$ cat src/rtl/watchdog_reset_if.sv
// Watchdog control/status bundle: controller side drives enable/kick/clear_cause,
// the watchdog drives warn/bite/timed_out/remaining.
interface watchdog_reset_if #(
    parameter int unsigned CNT_W = 24
);
    logic             enable;
    logic             kick;
    logic             clear_cause;
    logic             warn;
    logic             bite;
    logic             timed_out;
    logic [CNT_W-1:0] remaining;

    modport master (
        output enable,
        output kick,
        output clear_cause,
        input  warn,
        input  bite,
        input  timed_out,
        input  remaining
    );

    modport slave (
        input  enable,
        input  kick,
        input  clear_cause,
        output warn,
        output bite,
        output timed_out,
        output remaining
    );
endinterface

$ cat src/rtl/watchdog_reset.sv
// Countdown watchdog: arms on enable, warns near expiry, then issues a fixed-width
// reset-request pulse and records the cause in a flag that survives rst.
module watchdog_reset #(
    parameter int unsigned TIMEOUT_CYCLES = 1000000,
    parameter int unsigned WARN_CYCLES    = 65536,
    parameter int unsigned BITE_CYCLES    = 8,
    parameter int unsigned CNT_W          = 24
) (
    input  logic                    clk,
    input  logic                    rst,
    watchdog_reset_if.slave         wd
);

    localparam int unsigned BiteW = (BITE_CYCLES > 1) ? $clog2(BITE_CYCLES) : 1;

    localparam logic [CNT_W-1:0] TimeoutVal = CNT_W'(TIMEOUT_CYCLES);
    localparam logic [CNT_W-1:0] WarnVal    = CNT_W'(WARN_CYCLES);
    localparam logic [BiteW-1:0] BiteLast   = BiteW'(BITE_CYCLES - 1);

    generate
        if (!((WARN_CYCLES >= 1) && (WARN_CYCLES < TIMEOUT_CYCLES) &&
              (64'(TIMEOUT_CYCLES) < (64'd1 << CNT_W)) && (BITE_CYCLES >= 1))) begin : g_bad_params
            $error("watchdog_reset: illegal parameter combination");
        end
    endgenerate

    typedef enum logic [1:0] {
        StIdle  = 2'd0,
        StArmed = 2'd1,
        StWarn  = 2'd2,
        StBite  = 2'd3
    } state_e;

    // Initialisers give a defined state at power-up, before any rst.
    state_e           state_q     = StIdle;
    logic [CNT_W-1:0] remaining_q = '0;
    logic [BiteW-1:0] bite_cnt_q  = '0;
    logic             warn_q      = 1'b0;
    logic             bite_q      = 1'b0;
    logic             timed_out_q = 1'b0;

    state_e           state_d;
    logic [CNT_W-1:0] remaining_d;
    logic [BiteW-1:0] bite_cnt_d;
    logic             timed_out_d;
    logic             bite_entry;

    always_comb begin
        state_d     = state_q;
        remaining_d = remaining_q;
        bite_cnt_d  = bite_cnt_q;

        case (state_q)
            StIdle: begin
                remaining_d = '0;
                if (wd.enable) begin
                    state_d     = StArmed;
                    remaining_d = TimeoutVal;
                end
            end
            StArmed: begin
                if (!wd.enable) begin
                    state_d     = StIdle;
                    remaining_d = '0;
                end else if (wd.kick) begin
                    remaining_d = TimeoutVal;
                end else begin
                    remaining_d = remaining_q - 1'b1;
                    if (remaining_d == WarnVal) begin
                        state_d = StWarn;
                    end
                end
            end
            StWarn: begin
                // Priority: disarm, then kick, then expiry.
                if (!wd.enable) begin
                    state_d     = StIdle;
                    remaining_d = '0;
                end else if (wd.kick) begin
                    state_d     = StArmed;
                    remaining_d = TimeoutVal;
                end else if (remaining_q == CNT_W'(1)) begin
                    state_d     = StBite;
                    remaining_d = '0;
                    bite_cnt_d  = '0;
                end else begin
                    remaining_d = remaining_q - 1'b1;
                end
            end
            StBite: begin
                remaining_d = '0;
                if (bite_cnt_q == BiteLast) begin
                    state_d    = StIdle;
                    bite_cnt_d = '0;
                end else begin
                    bite_cnt_d = bite_cnt_q + 1'b1;
                end
            end
            default: begin
                state_d     = StIdle;
                remaining_d = '0;
                bite_cnt_d  = '0;
            end
        endcase
    end

    // A reset on the expiry edge prevents the bite, so it must not record a cause.
    always_comb begin
        bite_entry  = !rst && (state_q == StWarn) && (state_d == StBite);
        timed_out_d = timed_out_q;
        if (bite_entry) begin
            timed_out_d = 1'b1;
        end else if (wd.clear_cause) begin
            timed_out_d = 1'b0;
        end
    end

    always_ff @(posedge clk) begin
        if (rst) begin
            state_q     <= StIdle;
            remaining_q <= '0;
            bite_cnt_q  <= '0;
            warn_q      <= 1'b0;
            bite_q      <= 1'b0;
        end else begin
            state_q     <= state_d;
            remaining_q <= remaining_d;
            bite_cnt_q  <= bite_cnt_d;
            warn_q      <= (state_d == StWarn);
            bite_q      <= (state_d == StBite);
        end
    end

    always_ff @(posedge clk) begin
        timed_out_q <= timed_out_d;
    end

    assign wd.warn      = warn_q;
    assign wd.bite      = bite_q;
    assign wd.timed_out = timed_out_q;
    assign wd.remaining = remaining_q;

endmodule
$ cat src/flat_wrapper.sv
// flat-port wrapper written by rule: the top's interface ports become plain ports
module watchdog_reset_flat 
#(
    parameter int unsigned TIMEOUT_CYCLES = 1000000,
    parameter int unsigned WARN_CYCLES    = 65536,
    parameter int unsigned BITE_CYCLES    = 8,
    parameter int unsigned CNT_W          = 24
)
  (clk, rst, wd_enable, wd_kick, wd_clear_cause, wd_warn, wd_bite, wd_timed_out, wd_remaining);
  watchdog_reset_if #(.CNT_W(CNT_W)) wd_i ();
  input  logic clk;
  input  logic rst;
  input wire logic [$bits(wd_i.enable)-1:0] wd_enable;
  input wire logic [$bits(wd_i.kick)-1:0] wd_kick;
  input wire logic [$bits(wd_i.clear_cause)-1:0] wd_clear_cause;
  output wire logic [$bits(wd_i.warn)-1:0] wd_warn;
  output wire logic [$bits(wd_i.bite)-1:0] wd_bite;
  output wire logic [$bits(wd_i.timed_out)-1:0] wd_timed_out;
  output wire logic [$bits(wd_i.remaining)-1:0] wd_remaining;
  assign wd_i.enable = wd_enable;
  assign wd_i.kick = wd_kick;
  assign wd_i.clear_cause = wd_clear_cause;
  assign wd_warn = wd_i.warn;
  assign wd_bite = wd_i.bite;
  assign wd_timed_out = wd_i.timed_out;
  assign wd_remaining = wd_i.remaining;
  watchdog_reset #(.TIMEOUT_CYCLES(TIMEOUT_CYCLES), .WARN_CYCLES(WARN_CYCLES), .BITE_CYCLES(BITE_CYCLES), .CNT_W(CNT_W)) u_core (.clk(clk), .rst(rst), .wd(wd_i));
endmodule
$ cat config.mk
export PLATFORM = sky130hd
export DESIGN_NAME = watchdog_reset_flat
export DESIGN_NICKNAME = d
export VERILOG_FILES = /design/src/rtl/watchdog_reset_if.sv /design/src/rtl/watchdog_reset.sv /design/src/flat_wrapper.sv
export SDC_FILE = /design/constraint.sdc
export NUM_CORES = 1
export LEC_CHECK = 0
export ABC_AREA = 1
export CAP_MARGIN = 40
export CORE_ASPECT_RATIO = 0.5
export CORE_MARGIN = 2
export CORE_UTILIZATION = 55
export CTS_CLUSTER_DIAMETER = 100
export DETAILED_ROUTE_END_ITERATION = 6
export DONT_BUFFER_PORTS = 1
export PLACE_DENSITY = 0.75
export SYNTH_ARGS = -nofsm -noshare
export SYNTH_HDL_FRONTEND = slang
export SYNTH_SLANG_ARGS = --single-unit
$ cat constraint.sdc
create_clock -name clk -period 2.8 [get_ports clk]
set_input_delay 0.56 -clock clk [delete_from_list [all_inputs] [get_ports clk]]
set_output_delay 0.56 -clock clk [all_outputs]
set_load 0.01 [all_outputs]
# After elaboration in Yosys (flattened, before gate mapping)
# Cells that the tools add are included.
# word_totals
reg_bits	32
output_inout_bits	27
# classes
n_addsub	2
n_eq_ne	11
mux	21
n_reduce_logical	6
# ops
cell	count
24-bit 2-to-1 mux	5
24-bit case mux with 4 select lines	1
24-bit by 1-bit == test with 1-bit output, second input constant	1
24-bit by 17-bit == test with 1-bit output, second input constant	1
24-bit by 1-bit subtractor with 24-bit output, second input constant	1
20-bit 2-to-1 mux	1
2-bit 2-to-1 mux	8
3-bit 2-to-1 mux	4
2-bit == test, second input constant	4
2-bit case mux with 4 select lines	1
3-bit case mux with 2 select lines	1
2-bit inequality test, second input constant	2
4-bit AND reduction	1
3-bit by 1-bit adder with 3-bit output, second input constant	1
3-bit == test, second input constant	1
2-bit by 1-bit == test with 1-bit output, second input constant	1
1-bit logical AND	2
2-bit logical NOT	1
2-bit by 1-bit inequality test with 1-bit output, second input constant	1
2-bit nonzero test	1
1-bit logical NOT	1

# Depth between registers and ports, before layout
# logic_depth
ltp_word	8
depth_mapped	17
depth_no_buf	17

# Least setup slack after synthesis
# OpenSTA, ideal clock, no wires.
# synth_path
kind	reg-to-reg
from	reg u_core.remaining_q[0] (netlist: u_core.wd.remaining[0])
to	reg u_core.timed_out_q (netlist: u_core.wd.timed_out)
setup_time_ns	0.113
arrival_time_ns	1.710
setup_slack_ns	0.977
stages_incl_launch_ff	17
n_path_buf	0
synth_period_minus_slack_ns	1.823
cell_sequence	dfxtp_1 > inv_1 > ha_1 > nand2_1 > nor2_1 > nand2_1 > nand2_1 > nor2_1 > nand3_1 > nor2_1 > nand2_1 > nor2_2 > nand2_1 > nand2_1 > nand3_2 > nand3_1 > nand2_1
# synth_between
elab_chain_cells	8
# synth_rtl
item	line	rtl
start: declaration	watchdog_reset.sv:36	logic [CNT_W-1:0] remaining_q = '0;
start signal: assignment	watchdog_reset.sv:127	remaining_q <= remaining_d;
24-bit by 1-bit subtractor with 24-bit output	watchdog_reset.sv:68	remaining_d = remaining_q - 1'b1;
24-bit by 17-bit == test with 1-bit output	watchdog_reset.sv:69	if (remaining_d == WarnVal) begin
2-bit 2-to-1 mux	watchdog_reset.sv:69	
2-bit 2-to-1 mux	watchdog_reset.sv:65	end else if (wd.kick) begin
2-bit 2-to-1 mux	watchdog_reset.sv:62	if (!wd.enable) begin
2-bit case mux with 4 select lines *	watchdog_reset.sv:53	case (state_q)
2-bit == test *	watchdog_reset.sv:109	bite_entry = !rst && (state_q == StWarn) && (state_d == StBite);
1-bit logical AND *	watchdog_reset.sv:109	
end signal: assignment	watchdog_reset.sv:135	timed_out_q <= timed_out_d;
end: declaration	watchdog_reset.sv:40	logic timed_out_q = 1'b0;
# Every way passes the cells marked *; elsewhere a longest branch is shown, timed or not.
# A chain may end at the register's enable or synchronous reset.

# Worst setup path after layout
# Same ends and word-level chain as after synthesis.

==> impl_summary.log <==
[metrics] Remaining Overflow, GRT: 0
[metrics] power density relative to cell area: 527 nW/um^2
[metrics] static power due to leakage: 1.02 nW
[metrics] Root Driver: sky130_fd_sc_hd__clkbuf_8
[metrics] required arrival time at the worst endpoint: 2.98 ns
[metrics] count of port buffers added during placement: 0
[metrics] final estimated routing congestion in global placement: 0.944
[metrics] portion of the post-synthesis area used by sequential elements: 33.0%
[metrics] fraction of final layout cells with drive strength greater than 1: 8.02%
[metrics] clk slew on worst S/H paths: 0.07 ns
[metrics] post-CTS setup-driven buffer insertion count: 0
[metrics] count of vias placed by the detailed router: 1996
[metrics] total cell area at the placement stage: 2000 um^2
[metrics] post-synthesis net count: 327
[metrics] # IOs: 32
[metrics] hold violation total from the final report: 0
[metrics] top fanout value on the critical path: 4
[metrics] first-pass iteration count of the detailed router: 4
[metrics] crit-path most repeated cell: sky130_fd_sc_hd__nand2_1
[metrics] number of distinct standard cells referenced by the synthesized netlist: 20
[metrics] vias in the first global route: 1754
[metrics] kind of end point of the critical path: flip-flop
[metrics] pin count of the biggest net entering global routing: 18
[metrics] GRT Total Usage: 26.2%
[metrics] leading cell types by count after synthesis: sky130_fd_sc_hd__nand2_1, sky130_fd_sc_hd__nor2_1, sky130_fd_sc_hd__inv_1
[metrics] Seq cells post-synth: 32
[metrics] wire length after detailed routing: 4930 um
[metrics] achievable frequency: 460 MHz
[metrics] antenna violations before repair: 0
[metrics] Worst path slowest cell: sky130_fd_sc_hd__dfxtp_1
[metrics] Net count, final: 333
[metrics] capture point of the worst path: u_core.wd.timed_out
[metrics] DRC errors left: 0
[metrics] Mapped Avg Cell Area: 6.10 um^2
[metrics] height of the die: 46 um
[metrics] endpoint arrival time on the critical path: 2.36 ns
[metrics] clock period minus final worst setup slack: 2.17 ns
[metrics] critical path's top delay family: simple AND/OR/NAND/NOR gates
[metrics] number of buffers created by CTS: 5
[metrics] RSZ-0062 raised after global routing: false
[metrics] number of slew-limit violations in the final report: 0
[metrics] post-route fraction of the period consumed by the critical path: 77.7%
[metrics] CP peak stage delay: 0.42 ns
[metrics] final clock skew: 0.00627 ns
[metrics] tightest slew margin relative to the limit: 62.7%
[metrics] diode count: 0
[metrics] clk_lat worst skew: 0.29 ns
[metrics] post-synth top area cell: sky130_fd_sc_hd__dfxtp_1
[metrics] crit path kind: flip-flop to flip-flop
[metrics] gate count after technology mapping: 318
[metrics] fill cell instance count of the final layout: 329
[metrics] placed instance count: 368
[metrics] peak supply drop: 0.000244 V
[metrics] quantity of gates resized following cts: 0
[metrics] antenna-violating nets left: 0
[metrics] CP bufs+invs: 1
[metrics] most frequently used cell type in the post-synthesis netlist: sky130_fd_sc_hd__nand2_1
[metrics] hold bufs inserted after CTS: 0
[metrics] reg-to-reg setup timing slack: 0.63 ns
[metrics] EDFF count, synth: 0
[metrics] total negative setup slack: 0 ns
[metrics] placeable core region: 3400 um^2
[metrics] Worst Reg-to-Reg Cells: 16
[metrics] Most used DFF post-synth: sky130_fd_sc_hd__dfxtp_1
[metrics] starting DRC count in detailed routing: 116
[metrics] worst setup path startpoint: u_core.wd.remaining[0]
[metrics] Clock H-tree levels: 2
[metrics] path length in cells of the critical path: 16
[metrics] Syn Std Cell Area: 1940 um^2
[metrics] end of the worst register-to-register path: u_core.wd.timed_out
[metrics] Synth top area share: 33.0%
[metrics] number of synthesis warnings: 0
[metrics] proportion of synthesized flip-flops having asynchronous set or reset: 0%
[metrics] FP Rows: 15
[metrics] Util after Layout: 61.8%
[metrics] worst hold path type: primary input to flip-flop
[metrics] Horiz. Die Dim: 88.0 um
[metrics] crit-path cells: inv_1 > ha_1 > nand2_1 > nor2_1 > nand2_1 > nand2_1 > nor2_1 > nand3_1 > nor2_1 > nand2_1 > nor2_2 > nand2_1 > nand2_1 > nand3_2 > nand3_1 > nand2_1
[metrics] Final Instance Area: 2100 um^2
[metrics] total of max-cap violations: 0
[metrics] category of the worst setup path launch point: flip-flop
[metrics] status: complete, no violations
[metrics] Die Footprint: 4050 um^2
[metrics] clock buffer depth: 2
[metrics] reg-to-reg critical path startpoint: u_core.wd.remaining[0]
[metrics] area growth from synthesis to layout: 8.19%
[metrics] clock tree from TritonCTS: built
[metrics] Initial Util: 57.1%
[metrics] total of endpoints with negative setup slack in the final report: 0
[metrics] detailed-route vias per instance: 5.32
[metrics] HPWL after detailed placement: 3730 um
[metrics] Synth area leaders: sky130_fd_sc_hd__dfxtp_1, sky130_fd_sc_hd__nand2_1, sky130_fd_sc_hd__nor2_1
[metrics] number of sinks driven by the clock tree: 32
[metrics] Least-Margin Pin Slew: 0.560 ns
[metrics] post-route insts no fill: 375
[metrics] average detailed-routed wire length per instance: 13.1 um
[metrics] wire length of the first global-routing pass: 7970 um
where the power goes:
part,switching [W],internal (W)
Combinational,0.000157,0.0000744
Sequential,0.0000224,0.000467
Clock,0.000167,0.000219
Total,0.000346,0.000760
layout by cell type (no fill, tap or decap), drive strengths merged:
cell type,instances
dfxtp,32
buf,1
a21oi,25
clkbuf,7
nand4,10
o21ai,13
xor2,1
ha,4
nand2,93
nand3,24
inv,44
a31oi,2
nor2,62
nor3,6
metrics by stage:
step	total power, W	worst slack [ns]	hold WS, ns
after global placement	0.000721	0.673	0.447
after CTS	0.00111	0.626	0.332
after global routing	0.00117	0.352	0.325
after floorplan	0.000681	0.977	0.443
after detailed placement	0.000725	0.645	0.454
final	0.00111	0.625	0.336
area by class of cell:
| class | count | area [um^2] | area share [%] |
|---|---|---|---|
| multi-input combinational | 240 | 1130 | 53.6 |
| sequential | 32 | 641 | 30.5 |
| inverter | 44 | 165 | 7.87 |
| clock buffer | 7 | 96.3 | 4.59 |
| tap | 51 | 63.8 | 3.04 |
| timing repair buffer | 1 | 7.51 | 0.358 |
kinds of logic (layout without fill, tap and decap cells):
kind of cell | Yosys count | count (layout) | synth area share (%)
compound gates | 40 | 40 | 10.4
simple gates | 195 | 195 | 44.6
fa+ha+maj | 4 | 4 | 2.58
flops | 32 | 32 | 33.0
xor+xnor | 1 | 1 | 0.451
buf+inv | 46 | 52 | 8.96
worst min-delay path by stage:
stage	from	endpoint	slack, ns	cells past startpoint
final	rst	u_core.wd.remaining[6]	0.34	1
after global routing	rst	u_core.wd.remaining[14]	0.33	1
after CTS	rst	u_core.wd.remaining[19]	0.33	1
after detailed placement	u_core.bite_cnt_q[1]	u_core.bite_cnt_q[1]	0.45	2
after global placement	u_core.bite_cnt_q[1]	u_core.bite_cnt_q[1]	0.45	2
after floorplan	u_core.bite_cnt_q[1]	u_core.bite_cnt_q[1]	0.44	2
metal layers:
layer | wire [um] | GRT usage, % | vias up
li1 | - | - | 1023
met1 | 2300 | 34.1 | 890
met2 | 2210 | 43.0 | 74
met3 | 361 | 8.88 | 9
met4 | 54 | 5.54 | 0
met5 | 0 | 0 | -
worst register-to-register path: stages (launching register included):
cell	delay, ns
sky130_fd_sc_hd__dfxtp_1	0.42
sky130_fd_sc_hd__inv_1	0.13
sky130_fd_sc_hd__ha_1	0.25
sky130_fd_sc_hd__nand2_1	0.12
sky130_fd_sc_hd__nor2_1	0.09
sky130_fd_sc_hd__nand2_1	0.09
sky130_fd_sc_hd__nand2_1	0.05
sky130_fd_sc_hd__nor2_1	0.14
sky130_fd_sc_hd__nand3_1	0.11
sky130_fd_sc_hd__nor2_1	0.12
sky130_fd_sc_hd__nand2_1	0.08
sky130_fd_sc_hd__nor2_2	0.10
sky130_fd_sc_hd__nand2_1	0.06
sky130_fd_sc_hd__nand2_1	0.08
sky130_fd_sc_hd__nand3_2	0.10
sky130_fd_sc_hd__nand3_1	0.10
sky130_fd_sc_hd__nand2_1	0.04
state kept, by name, summed over array words and instances, names as in the netlist:
signal	flops
u_core.wd.remaining	24
u_core.bite_cnt_q	3
u_core.state_q	2
u_core.wd.bite	1
u_core.wd.timed_out	1
u_core.wd.warn	1
No activity file was read; power rests on OpenSTA's default activity.
